<file path="src/rtl/pattern_sweep_gen_if.sv">
// Control/stimulus bundle for pattern_sweep_gen.
//   master: bench control side (drives start/mode/pause/abort, observes outputs)
//   slave : the sequencer itself
// Signals:
//   i_start, i_mode[1:0], i_pause, i_abort          control into the sequencer
//   o_pattern[WIDTH-1:0], o_pat_valid, o_sample,    stimulus and strobes out
//   o_index[$clog2(N_STEPS+1)-1:0], o_busy, o_done  progress/status out
interface pattern_sweep_gen_if #(
    parameter int unsigned WIDTH   = 4,
    parameter int unsigned N_STEPS = 18
);
    localparam int unsigned IDX_W = $clog2(N_STEPS + 1);

    logic             i_start;
    logic [1:0]       i_mode;
    logic             i_pause;
    logic             i_abort;
    logic [WIDTH-1:0] o_pattern;
    logic             o_pat_valid;
    logic             o_sample;
    logic [IDX_W-1:0] o_index;
    logic             o_busy;
    logic             o_done;

    modport master (
        output i_start, i_mode, i_pause, i_abort,
        input  o_pattern, o_pat_valid, o_sample, o_index, o_busy, o_done
    );

    modport slave (
        input  i_start, i_mode, i_pause, i_abort,
        output o_pattern, o_pat_valid, o_sample, o_index, o_busy, o_done
    );
endinterface

</file>
<file path="src/rtl/pattern_sweep_gen.sv">
// Stimulus sequencer for exhaustive combinational-gate benches: sweeps an
// N-bit pattern (binary up/down, gray, walking-one), holding each value
// HOLD_CYCLES clocks and strobing o_sample on the last hold cycle.
// Ports:
//   i_clk  clock, rising edge
//   i_rst  synchronous active-high reset
//   bus    pattern_sweep_gen_if.slave (control in, pattern/strobes/status out)
module pattern_sweep_gen #(
    parameter int unsigned WIDTH       = 4,
    parameter int unsigned HOLD_CYCLES = 1000,
    parameter int unsigned N_STEPS     = 18
) (
    input  logic                 i_clk,
    input  logic                 i_rst,
    pattern_sweep_gen_if.slave   bus
);
    localparam int unsigned IDX_W = $clog2(N_STEPS + 1);
    localparam int unsigned CNT_W = (HOLD_CYCLES > 1) ? $clog2(HOLD_CYCLES) : 1;

    typedef enum logic [1:0] {
        S_IDLE  = 2'd0,
        S_DRIVE = 2'd1,
        S_DONE  = 2'd2
    } state_e;

    state_e           state_q,     state_d;
    logic [1:0]       mode_q,      mode_d;
    logic [CNT_W-1:0] hold_q,      hold_d;
    logic [IDX_W-1:0] idx_q,       idx_d;
    logic [WIDTH-1:0] k_q,         k_d;
    logic [WIDTH-1:0] walk_q,      walk_d;
    logic [WIDTH-1:0] pattern_q,   pattern_d;
    logic             pat_valid_q, pat_valid_d;
    logic             busy_q,      busy_d;
    logic             done_q,      done_d;
    logic             sample_c;

    logic hold_last;
    logic idx_last;
    assign hold_last = (hold_q == CNT_W'(HOLD_CYCLES - 1));
    assign idx_last  = (idx_q == IDX_W'(N_STEPS - 1));

    // Pattern for sweep position k; walking-one comes from its own rotate register.
    function automatic logic [WIDTH-1:0] pat_f(input logic [1:0]       m,
                                               input logic [WIDTH-1:0] k,
                                               input logic [WIDTH-1:0] w);
        case (m)
            2'b00:   pat_f = k;
            2'b01:   pat_f = k ^ (k >> 1);
            2'b10:   pat_f = w;
            default: pat_f = ~k;
        endcase
    endfunction

    // Next-state and strobe logic.
    always_comb begin
        state_d     = state_q;
        mode_d      = mode_q;
        hold_d      = hold_q;
        idx_d       = idx_q;
        k_d         = k_q;
        walk_d      = walk_q;
        pattern_d   = pattern_q;
        pat_valid_d = 1'b0;
        sample_c    = 1'b0;

        case (state_q)
            S_IDLE: begin
                if (bus.i_start) begin
                    state_d     = S_DRIVE;
                    mode_d      = bus.i_mode;
                    hold_d      = '0;
                    idx_d       = '0;
                    k_d         = '0;
                    walk_d      = WIDTH'(1);
                    pattern_d   = pat_f(bus.i_mode, '0, WIDTH'(1));
                    pat_valid_d = 1'b1;
                end
            end
            S_DRIVE: begin
                if (bus.i_abort) begin
                    state_d   = S_IDLE;
                    idx_d     = '0;
                    pattern_d = '0;
                    hold_d    = '0;
                end else if (!bus.i_pause) begin
                    if (hold_last) begin
                        sample_c = 1'b1;
                        if (idx_last) begin
                            state_d = S_DONE;
                        end else begin
                            idx_d       = idx_q + IDX_W'(1);
                            k_d         = k_q + WIDTH'(1);
                            // Walking-one restarts with the rest of the sweep when k wraps.
                            walk_d      = (k_d == '0) ? WIDTH'(1)
                                                      : {walk_q[WIDTH-2:0], walk_q[WIDTH-1]};
                            pattern_d   = pat_f(mode_q, k_d, walk_d);
                            pat_valid_d = 1'b1;
                            hold_d      = '0;
                        end
                    end else begin
                        hold_d = hold_q + CNT_W'(1);
                    end
                end
            end
            S_DONE: begin
                state_d = S_IDLE;
                if (bus.i_abort) begin
                    idx_d     = '0;
                    pattern_d = '0;
                end
            end
            default: state_d = S_IDLE;
        endcase

        busy_d = (state_d == S_DRIVE);
        done_d = (state_d == S_DONE);
    end

    // State and output registers.
    always_ff @(posedge i_clk) begin
        if (i_rst) begin
            state_q     <= S_IDLE;
            mode_q      <= 2'b00;
            hold_q      <= '0;
            idx_q       <= '0;
            k_q         <= '0;
            walk_q      <= '0;
            pattern_q   <= '0;
            pat_valid_q <= 1'b0;
            busy_q      <= 1'b0;
            done_q      <= 1'b0;
        end else begin
            state_q     <= state_d;
            mode_q      <= mode_d;
            hold_q      <= hold_d;
            idx_q       <= idx_d;
            k_q         <= k_d;
            walk_q      <= walk_d;
            pattern_q   <= pattern_d;
            pat_valid_q <= pat_valid_d;
            busy_q      <= busy_d;
            done_q      <= done_d;
        end
    end

    // o_sample must react to i_pause/i_abort in the same cycle, so it is decoded, not registered.
    assign bus.o_sample    = sample_c & ~i_rst;
    assign bus.o_pattern   = pattern_q;
    assign bus.o_pat_valid = pat_valid_q;
    assign bus.o_index     = idx_q;
    assign bus.o_busy      = busy_q;
    assign bus.o_done      = done_q;
endmodule

</file>
<file path="src/flat_wrapper.sv">
// flat-port wrapper written by rule: the top's interface ports become plain ports
module pattern_sweep_gen_flat 
#(
    parameter int unsigned WIDTH       = 4,
    parameter int unsigned HOLD_CYCLES = 1000,
    parameter int unsigned N_STEPS     = 18
)
  (i_clk, i_rst, bus_i_start, bus_i_mode, bus_i_pause, bus_i_abort, bus_o_pattern, bus_o_pat_valid, bus_o_sample, bus_o_index, bus_o_busy, bus_o_done);
  pattern_sweep_gen_if #(.WIDTH(WIDTH), .N_STEPS(N_STEPS)) bus_i ();
  input  logic i_clk;
  input  logic i_rst;
  input wire logic [$bits(bus_i.i_start)-1:0] bus_i_start;
  input wire logic [$bits(bus_i.i_mode)-1:0] bus_i_mode;
  input wire logic [$bits(bus_i.i_pause)-1:0] bus_i_pause;
  input wire logic [$bits(bus_i.i_abort)-1:0] bus_i_abort;
  output wire logic [$bits(bus_i.o_pattern)-1:0] bus_o_pattern;
  output wire logic [$bits(bus_i.o_pat_valid)-1:0] bus_o_pat_valid;
  output wire logic [$bits(bus_i.o_sample)-1:0] bus_o_sample;
  output wire logic [$bits(bus_i.o_index)-1:0] bus_o_index;
  output wire logic [$bits(bus_i.o_busy)-1:0] bus_o_busy;
  output wire logic [$bits(bus_i.o_done)-1:0] bus_o_done;
  assign bus_i.i_start = bus_i_start;
  assign bus_i.i_mode = bus_i_mode;
  assign bus_i.i_pause = bus_i_pause;
  assign bus_i.i_abort = bus_i_abort;
  assign bus_o_pattern = bus_i.o_pattern;
  assign bus_o_pat_valid = bus_i.o_pat_valid;
  assign bus_o_sample = bus_i.o_sample;
  assign bus_o_index = bus_i.o_index;
  assign bus_o_busy = bus_i.o_busy;
  assign bus_o_done = bus_i.o_done;
  pattern_sweep_gen #(.WIDTH(WIDTH), .HOLD_CYCLES(HOLD_CYCLES), .N_STEPS(N_STEPS)) u_core (.i_clk(i_clk), .i_rst(i_rst), .bus(bus_i));
endmodule
</file>
<file path="config.mk">
export PLATFORM = sky130hd
export DESIGN_NAME = pattern_sweep_gen_flat
export DESIGN_NICKNAME = d
export VERILOG_FILES = /design/src/rtl/pattern_sweep_gen_if.sv /design/src/rtl/pattern_sweep_gen.sv /design/src/flat_wrapper.sv
export SDC_FILE = /design/constraint.sdc
export NUM_CORES = 1
export LEC_CHECK = 0
export BUFFER_PORTS_ARGS = -buffer_cell sky130_fd_sc_hd__buf_2
export CAP_MARGIN = 10
export CELL_PAD_IN_SITES_DETAIL_PLACEMENT = 0
export CELL_PAD_IN_SITES_GLOBAL_PLACEMENT = 1
export CORE_UTILIZATION = 47
export DETAILED_ROUTE_END_ITERATION = 12
export GPL_TIMING_DRIVEN = 0
export PLACE_DENSITY = 0.85
export SKIP_CTS_REPAIR_TIMING = 1
export SLEW_MARGIN = 20
export SYNTH_ARGS = -nofsm -noshare
export SYNTH_HDL_FRONTEND = slang
export SYNTH_SLANG_ARGS = --single-unit
</file>
<file path="constraint.sdc">
create_clock -name i_clk -period 3.41 [get_ports i_clk]
set_input_delay 0.682 -clock i_clk [delete_from_list [all_inputs] [get_ports i_clk]]
set_output_delay 0.682 -clock i_clk [all_outputs]
set_load 0.01 [all_outputs]
</file>
==> impl_summary.md, run 1 <==
Floorplanning
Measured along the x axis, the die boundary spans about 65 microns. After floorplanning, the core was sized to cover roughly 3800 sq um. The starting utilization of the core area is 0.5010. The number of cell rows is 22. The count of boundary I/O pins is 20. The die outline height is 65.40 microns. The full die area is 4277 sq um.

Critical path
The required time of the critical path is between 2 and 3 ns. The arrival time at the worst endpoint is 1.93 ns. The worst register-to-register path begins at u_core.bus.o_index[1]. The worst register-to-register path has a setup slack of 1.09 ns.

STA classifies the critical path endpoint as an output port. The worst setup path is of the reg2out kind. In this run the worst setup path begins at u_core.state_q[1]. The largest driver fanout on the critical path is 10.

STA classifies the critical path startpoint as a register.

Yosys
The distinct cell type count of the synthesized netlist is 53. The synthesized netlist net count is 240. Of the synthesized area, sequential elements account for 0.3603.

The share of flip-flops with an asynchronous set or reset is 0. The count of synthesis-stage warnings from yosys is 0. The mapped netlist covers 1889 sq um.

After synthesis, the mean cell area works out to 8.434 sq um. Counting flops with a built-in enable in the synthesized netlist gives 0. In the synthesized netlist the dominant register cell turns out to be sky130_fd_sc_hd__dfxtp_1. The cell count after synthesis is approximately 220.

The number of flip-flops and latches in the synthesized netlist is 34.

Pwr
The share of total power dissipated in the clock network is 0.360. The worst ir drop on vdd is roughly 250 uV. Of the total power, combinational logic draws 0.142. Summed over all nets, the switching power comes to ~0.22 mW.

The total internal power is 0.6157 mW. The power density over the cells is around 390 nW/um^2. The share of total power consumed by net switching is 0.2675. The leakage power summed over all cells is 0.8178 nW. The sequential share of power is 0.498.

Drt
The first detailed-routing pass took 4 iterations. The via density per instance is approximately 5.5. The number of design-rule violations left by the first detailed-router iteration is 76. The remaining antenna violation count after routing is 0. Summing over every cut layer, the via total after detailed routing is 1,656. The post-route DRC violation count is 0.

Dividing the detail-routed wire length by the instance count gives 13.74 microns. The detailed-route wire length is 4.108 mm.

GRT
The largest net degree at the start of global routing is 11. For met1 alone, demand over resource in global routing was 0.2927. The fraction of met3 tracks used by global routing is 0.04861. The overall fraction of global-route tracks in use is 0.2185. The initial antenna violation count was 0. The number of global-route vias before repair is 1,599. The total overflow left after global routing is 0.

In this run the most used layer during global routing was met2. For this run, global-route usage on met2 was measured as 0.3415. The first global-routing pass estimated ~7 mm of wire.

Final layout
The final net count is 266. The share of cells above drive strength 1 is 0.1474. The area added between synthesis and finish is 13.05%. The fill cell instance count of the final layout is 372. Summing all flip-flop and latch instances after layout gives 680.7 sq um. The number of antenna diodes in the final layout is 0. In the final layout, the multi-input gates occupy 1131 sq um.

Place
Port buffering added 19 buffers. Detailed placement ended at an HPWL of 3.121 mm. The congestion estimate from routability-driven global placement came to 0.8036.

The worst-case setup slack after placement is 0.9523 ns.

Timing
In this run the tightest slew margin relative to its limit is 0.5148. The final critical path time including I/O delays and setup is about 2.6 ns. Setup repair after global routing left no endpoint under its margin. The final critical-path share of the clock period is 0.7672. The worst setup skew after layout is between 0.002 and 0.003 ns. For the final routed database, the setup TNS stands at 0 ns. The count of final max-slew check failures is 0.

The actual slew at the worst max-slew pin is 0.7202 ns. Based on the critical path, the design can be clocked at up to 382.2 MHz. After layout, the worst setup slack is 0.7938 ns. Setup violations remaining at the end of the flow were counted as 0. The number of failing hold endpoints at the final stage came to 0.

Status
The run finished with clean final reports.

Hold path
The origin of the worst min-delay path is u_core.bus.o_pattern[0]. The class of the worst hold path is reg2reg.

Clock network
The clock slew at the register clock pins of the worst setup and hold paths is 0.07 ns. The clock root buffer master is sky130_fd_sc_hd__clkbuf_8. The TritonCTS clock tree is yes.

Buffers inserted during clock tree synthesis total 5. For this design, the sink count on the clock tree is 34. No sink is reached through more buffers than the 2 on the longest clock path.

The total number of H-tree levels is 2. Clock latency on the worst-skew pair, taken at its later pin, is 0.28 ns.

Job
The tool flagged a number of max-cap violations equal to 0.
-- area by class of cell --
cell class | count | share of cell area
Tap cell | 48 | 0.02812
Inverter | 12 | 0.02109
Timing Repair Buffer | 19 | 0.04452
Clock inverter | 1 | 0.002343
Sequential cell | 34 | 0.3187
Multi-Input combinational cell | 170 | 0.5296
Buffer | 8 | 0.01523
Clock buffer | 7 | 0.04042
-- registers in the layout, summed over array words and instances (netlist names) --
name	cells
u_core.bus.o_done	1
u_core.bus.o_pat_valid	1
u_core.bus.o_busy	1
u_core.walk_q	4
u_core.bus.o_index	5
u_core.k_q	4
u_core.bus.o_pattern	4
u_core.mode_q	2
u_core.state_q	2
u_core.hold_q	10
-- synth_stat cells (2+ instances only) --
library cell | number | area [sq um]
sky130_fd_sc_hd__a31oi_1 | 4 | 25.02
sky130_fd_sc_hd__mux2i_1 | 2 | 20.02
sky130_fd_sc_hd__inv_1 | 12 | 45.04
sky130_fd_sc_hd__nor4_1 | 3 | 18.77
sky130_fd_sc_hd__buf_2 | 2 | 10.01
sky130_fd_sc_hd__nand2b_1 | 5 | 31.28
sky130_fd_sc_hd__xnor2_1 | 5 | 43.79
sky130_fd_sc_hd__a21oi_1 | 19 | 95.09
sky130_fd_sc_hd__xor2_1 | 6 | 52.55
sky130_fd_sc_hd__or3_1 | 7 | 43.79
sky130_fd_sc_hd__nor2b_1 | 4 | 25.02
sky130_fd_sc_hd__nand3_1 | 4 | 20.02
sky130_fd_sc_hd__o22ai_1 | 2 | 12.51
sky130_fd_sc_hd__dfxtp_1 | 34 | 680.7
sky130_fd_sc_hd__ha_1 | 9 | 112.6
sky130_fd_sc_hd__and3_1 | 2 | 12.51
sky130_fd_sc_hd__and2_1 | 3 | 18.77
sky130_fd_sc_hd__nor3_1 | 3 | 15.01
sky130_fd_sc_hd__nand2_1 | 17 | 63.81
sky130_fd_sc_hd__o21ai_0 | 10 | 50.05
sky130_fd_sc_hd__a311oi_1 | 3 | 26.28
sky130_fd_sc_hd__o2111ai_1 | 2 | 17.52
sky130_fd_sc_hd__clkbuf_1 | 6 | 22.52
sky130_fd_sc_hd__nor2_1 | 21 | 78.83
sky130_fd_sc_hd__nand4_1 | 6 | 37.54
sky130_fd_sc_hd__nand3b_1 | 3 | 22.52
sky130_fd_sc_hd__a22o_1 | 4 | 35.03
-- through the flow --
step / utilization / std cells / hold slack, ns / power [mW] / cell area [sq um]
final: 0.5664 / 299 / 0.4960 / 0.8405 / 2136
after global routing: 0.5664 / 299 / 0.5363 / 0.8872 / 2136
after floorplan: - / 224 / 0.4643 / 0.5111 / 1889
after global placement: 0.5421 / 291 / 0.4679 / 0.5458 / 2044
after CTS: 0.5664 / 299 / 0.5072 / 0.8534 / 2136
after detailed placement: 0.5421 / 291 / 0.4896 / 0.5467 / 2044
-- worst paths after layout --
check | to | cells after the start
setup / recovery | bus_o_sample | 6
hold / removal | u_core.bus.o_pattern[0] | 1
setup reg to reg | u_core.bus.o_index[3] | 8
hold reg to reg | u_core.bus.o_pattern[0] | 1
-- routing by layer --
metal / vias up / wire (microns)
met5: - / 0
met4: 0 / 52
met3: 7 / 145
met2: 36 / 1819
met1: 751 / 2091
li1: 862 / -
-- worst max-delay path: stages, from the launching register on --
cell,delay [ns]
sky130_fd_sc_hd__dfxtp_1,0.34
sky130_fd_sc_hd__inv_1,0.09
sky130_fd_sc_hd__ha_1,0.21
sky130_fd_sc_hd__nor2b_1,0.25
sky130_fd_sc_hd__clkbuf_1,0.40
sky130_fd_sc_hd__and3_1,0.23
sky130_fd_sc_hd__buf_2,0.13
-- kinds of logic (layout without fill, tap and decap cells) --
logic type / Yosys count / in the layout / synth area share
compound gates: 60 / 60 / 0.2106
xor+xnor: 11 / 11 / 0.05099
fa+ha+maj: 9 / 9 / 0.05960
buf+inv: 20 / 47 / 0.04106
flops: 34 / 34 / 0.3603
mux: 3 / 3 / 0.01656
simple gates: 87 / 87 / 0.2609
-- placed cells by master (no fill, tap or decap), types with 2 or more instances in the layout --
cell type	count
sky130_fd_sc_hd__xnor2_1	5
sky130_fd_sc_hd__nand4_1	6
sky130_fd_sc_hd__clkbuf_1	7
sky130_fd_sc_hd__a311oi_1	3
sky130_fd_sc_hd__buf_2	21
sky130_fd_sc_hd__xor2_1	6
sky130_fd_sc_hd__nand2b_1	5
sky130_fd_sc_hd__nand2_1	17
sky130_fd_sc_hd__nor2_1	21
sky130_fd_sc_hd__nand3b_1	3
sky130_fd_sc_hd__nor3_1	3
sky130_fd_sc_hd__a21oi_1	19
sky130_fd_sc_hd__o21ai_0	10
sky130_fd_sc_hd__and2_1	3
sky130_fd_sc_hd__inv_1	12
sky130_fd_sc_hd__clkbuf_8	6
sky130_fd_sc_hd__dfxtp_1	34
sky130_fd_sc_hd__ha_1	9
sky130_fd_sc_hd__a31oi_1	4
sky130_fd_sc_hd__and3_1	2
sky130_fd_sc_hd__or3_1	7
sky130_fd_sc_hd__o2111ai_1	2
sky130_fd_sc_hd__mux2i_1	2
sky130_fd_sc_hd__o22ai_1	2
sky130_fd_sc_hd__nor4_1	3
sky130_fd_sc_hd__a22o_1	4
sky130_fd_sc_hd__nor2b_1	4
sky130_fd_sc_hd__nand3_1	4
-- power by group through the flow --
| stage | logic, mW | registers, mW | clock network (mW) |
|---|---|---|---|
| 3_3_place_gp | 0.119 | 0.427 | 0 |
| 3_5_place_dp | 0.119 | 0.428 | 0 |
| 5_1_grt | 0.136 | 0.420 | 0.331 |
| 6_report | 0.119 | 0.419 | 0.303 |
| 2_1_floorplan | 0.0810 | 0.430 | 0 |
| 4_1_cts | 0.119 | 0.419 | 0.315 |
Power figures use the tool's default switching activity.
==> run 2, diff against run 1 <==
Settings changed: ABC_AREA from default to 1, CORE_UTILIZATION 47 to 41, PLACE_DENSITY 0.85 to 0.79.
Clock period 3.41 ns to 2.61 ns, I/O delays scaled along.
==> run 2 against run 1 <==
Synthesized cell count rose by 46%; highest routed layer unchanged; via count rose by 20%; critical endpoint unchanged; utilization fell by 7.7 points; sequential cell count did not move; largest power group unchanged; die area rose by 27%; register-to-register slack got worse by 0.36 ns; final cell count rose by 41%; total power rose by 69%; sequential power rose by 44%; synthesized area rose by 12%; wire length rose by 16%.
==> impl_summary.md, run 2 <==
Drt
Once detail routing completed, the nets flagged for antenna violations numbered 0. For this run, design rule violations remaining after detail routing come to 0. The number of design-rule violations left by the first detailed-router iteration is 44. The average routed wire per standard cell is between 10 and 15 microns. The final layout contains routed wiring with a total length of 4.767 mm.

The via density per instance is 4.713. The via total after detailed routing is 1,984. The first-pass iteration count of the detailed router is 4.

Yosys
The number of flip-flops and latches in the synthesized netlist is 34. The cell type contributing the most total cell area after synthesis is sky130_fd_sc_hd__dfxtp_1. The cell area that synthesis handed to floorplanning was around 2100 sq um.

For this run, the leading register cell type out of synthesis is sky130_fd_sc_hd__dfxtp_1. The most common cell in the netlist is sky130_fd_sc_hd__nand2_1. The cell count after synthesis is 328. The share of the yosys chip area belonging to registers is 0.3228. The share of the synthesized area in the top cell type is 0.3228. The Yosys step of the flow raised 0 warnings.

By count the netlist is led by sky130_fd_sc_hd__nand2_1 (83), sky130_fd_sc_hd__nor2_1 (50), sky130_fd_sc_hd__inv_1 (48). The synthesized netlist net count is 344. The distinct cell type count of the synthesized netlist is 26. The synthesized design contains 0 enable-type register cells. In the post-synthesis netlist, the biggest area contributors are sky130_fd_sc_hd__dfxtp_1 (32%), sky130_fd_sc_hd__nand2_1 (15%), sky130_fd_sc_hd__nor2_1 (8.9%), sky130_fd_sc_hd__inv_1 (8.5%), sky130_fd_sc_hd__nand3_1 (6.2%). The average size of a mapped cell is 6.428 sq um. In the synthesized netlist the async set-or-reset flop fraction comes to 0.

Final layout
Counting the fill cells in the layout gives a little over 500. The register with the most flip-flops in the final layout is u_core.hold_q. The most common cell after layout, fill and taps aside is sky130_fd_sc_hd__nand2_1. Of the cells placed in the final design, the portion with a size suffix greater than 1 is 0.1299. Summing all multi-input logic gate instances after layout gives 1180 sq um. In the layout the commonest cells are sky130_fd_sc_hd__nand2_1 (83), sky130_fd_sc_hd__nor2_1 (50), sky130_fd_sc_hd__inv_1 (48). The number of diodes added for antenna fixing is 0. The area added between synthesis and finish is 12.58%. Summing all non-filler instances in the final layout gives an area of 2374 sq um. Across the whole layout, storage elements account for 680.7 sq um. The register with the most flip-flops in the layout has 10 of them. Once layout is complete, the cells apart from fillers number 421.

For this run, the post-layout net count is 369.

Critical path
The required time of the critical path is 2.09 ns. Traced cell by cell, the critical path runs through inv_1 -> ha_1 -> inv_2 -> nor2_4 -> inv_2 -> nor4_1 -> buf_2. The internal reg-to-reg setup slack is 0.73 ns. The reg-to-reg critical path startpoint is u_core.state_q[1]. Data on the critical path arrives at its endpoint at 1.78 ns.

The first element of the critical path is u_core.state_q[1]. The slowest stage of the critical path is the sky130_fd_sc_hd__dfxtp_1 cell. The sort of element at the end of the critical path is an output port. The peak per-stage delay on the critical path is 0.34 ns. The startpoint class of the critical path is a register. The end of the critical path is bus_o_sample.

By instance count, the cell type seen most on the critical path is sky130_fd_sc_hd__inv_2. Counting cells, the worst reg-to-reg path comes to 11. In this run the critical register-to-register path is captured at u_core.bus.o_pattern[0]. In this run the worst path has a maximum fanout of 10.

The class of the most critical setup path is reg2out.

Clock network
For the worst-skew pair, the clock arrives at the later sink with an insertion delay of 0.28 ns. The number of clock sinks is 34. The tree is rooted in a sky130_fd_sc_hd__clkbuf_8. Buffers inserted during clock tree synthesis total 5. The total number of H-tree levels is 2. After clock tree synthesis, the clock-pin slew on the worst setup and hold paths is approximately 0.07 ns. No sink is reached through more buffers than the 2 on the longest clock path. TritonCTS built the clock tree.

Pwr
The power density over the cells is 596.8 nW/um^2. Across the VDD grid, the largest voltage drop is between 300 and 400 uV. The leakage power summed over all cells is 1.091 nW. Summing internal, switching and leakage power gives approximately 1.4 mW.

Place
After detailed placement, the total cell area comes to 2282 sq um. The total half-perimeter wirelength after legalization and detailed placement is 3.592 mm. The number of placed instances, taps included, is 413. The placer's final routability congestion estimate is a little over 0.8.

Port buffering added 18 buffers. Prior to clock tree synthesis, the placed netlist has a worst setup slack of 0.5602 ns.

Timing
The peak clock frequency supported by timing is 433.8 MHz. The worst setup skew after layout is 0.004812 ns. The number of failing hold endpoints at the final stage was 0. The clock period could shrink to between 2 and 2.5 ns.

The count of final max-slew check failures is 0. The final setup violation count is 0. Setup repair after global routing left no endpoint under its margin. Of the available clock period, the critical path in the final layout requires 0.8831. The actual slew at the worst max-slew pin is 0.4758 ns. Headroom to the max-slew limit came out at 0.6828. The final-layout setup total negative slack is 0 ns. Setup slack on the critical path of the routed design comes to around 0.3 ns.

Floorplanning
The full die area is 5433 sq um. For this design the top-level I/O count stands at 20. The die is about 74 microns wide. Row generation in the floorplan step produced 25 rows. The starting utilization of the core area is 0.4348. The standard cell core area is 4848 sq um. In this run the vertical extent of the chip is 73.71 microns.

GRT
Summed over all layers, the global routing overflow is 0. The initial antenna violation count is 0. The number of global-route vias before repair is ~1,800.

In the global route stage, overall resource usage came out at 0.1930. Entering global routing, the biggest net connects 11 pins. The first global-routing pass estimated 7.921 mm of wire.

Job
The total of max-cap violations is 0.

Status
The flow ran to the end, and the final reports show no timing, DRC or antenna violations.

Hold path
The worst hold path belongs to the class reg2reg.
==> run 2: cell types whose count changed in the layout (fill, tap and decap cells not counted), moves of 5 or more <==
cell / change
sky130_fd_sc_hd__xnor2_1: -5
sky130_fd_sc_hd__nand2b_1: -5
sky130_fd_sc_hd__or3_1: -7
sky130_fd_sc_hd__nand2_1: +66
sky130_fd_sc_hd__nand3_1: +22
sky130_fd_sc_hd__nand4_1: -5
sky130_fd_sc_hd__inv_1: +36
sky130_fd_sc_hd__nor2_1: +29
==> run 2: worst min path at each step <==
stage	startpoint	endpoint	cells past startpoint
after detailed placement	u_core.hold_q[2]	u_core.hold_q[2]	2
final	u_core.hold_q[2]	u_core.hold_q[2]	2
after global routing	u_core.hold_q[0]	u_core.hold_q[0]	2
after global placement	u_core.hold_q[2]	u_core.hold_q[2]	2
after CTS	u_core.hold_q[2]	u_core.hold_q[2]	2
after floorplan	u_core.hold_q[2]	u_core.hold_q[2]	2
==> run 2: power by group <==
part           switching, mW  internal, mW  total [mW]
Clock                  0.195         0.213       0.408
Combinational          0.258         0.146       0.405
Sequential            0.0359         0.568       0.604
Total                  0.489         0.928        1.42
==> run 2: layout make-up <==
cell class	instances	area share
multi-input cells	235	0.4971
flip-flops and latches	34	0.2868
inverters	52	0.08223
repair buffers	18	0.03795
clock buffers	7	0.03637
well taps	67	0.03532
plain buffers	7	0.02214
clock inverters	1	0.002109
==> run 2: routing by layer <==
layer	global-route usage	wire length, microns	up-vias
met5	0	0	-
met4	0.07265	68	0
met3	0.03841	90	8
met2	0.3537	2416	24
met1	0.2184	2191	876
li1	-	-	1076
==> run 2: worst max-delay path: cells and delay by family (launching register included) <==
family	cells	cell delay, ns
buffers and inverters	4	0.51
flip-flops	1	0.34
AND/OR/NAND/NOR	2	0.48
adder cells (fa/ha/maj)	1	0.18
==> run 2: logic make-up (layout without fill, tap and decap cells) <==
kind of cell / Yosys count / count (layout) / share of synthesized area
AO/OA/AOI/OAI: 44 / 44 / 0.1080
buffers and inverters: 59 / 85 / 0.1175
XOR/XNOR: 3 / 3 / 0.01247
AND/OR/NAND/NOR: 179 / 179 / 0.3858
flip-flops: 34 / 34 / 0.3228
adder cells (fa/ha/maj): 9 / 9 / 0.05341
==> run 2: metrics by stage <==
step	utilization	hold WS (ns)
floorplan	-	0.4376
global placement	0.4707	0.4513
detailed placement	0.4707	0.4564
CTS	0.4895	0.4676
global route	0.4895	0.5023
finish	0.4895	0.4685
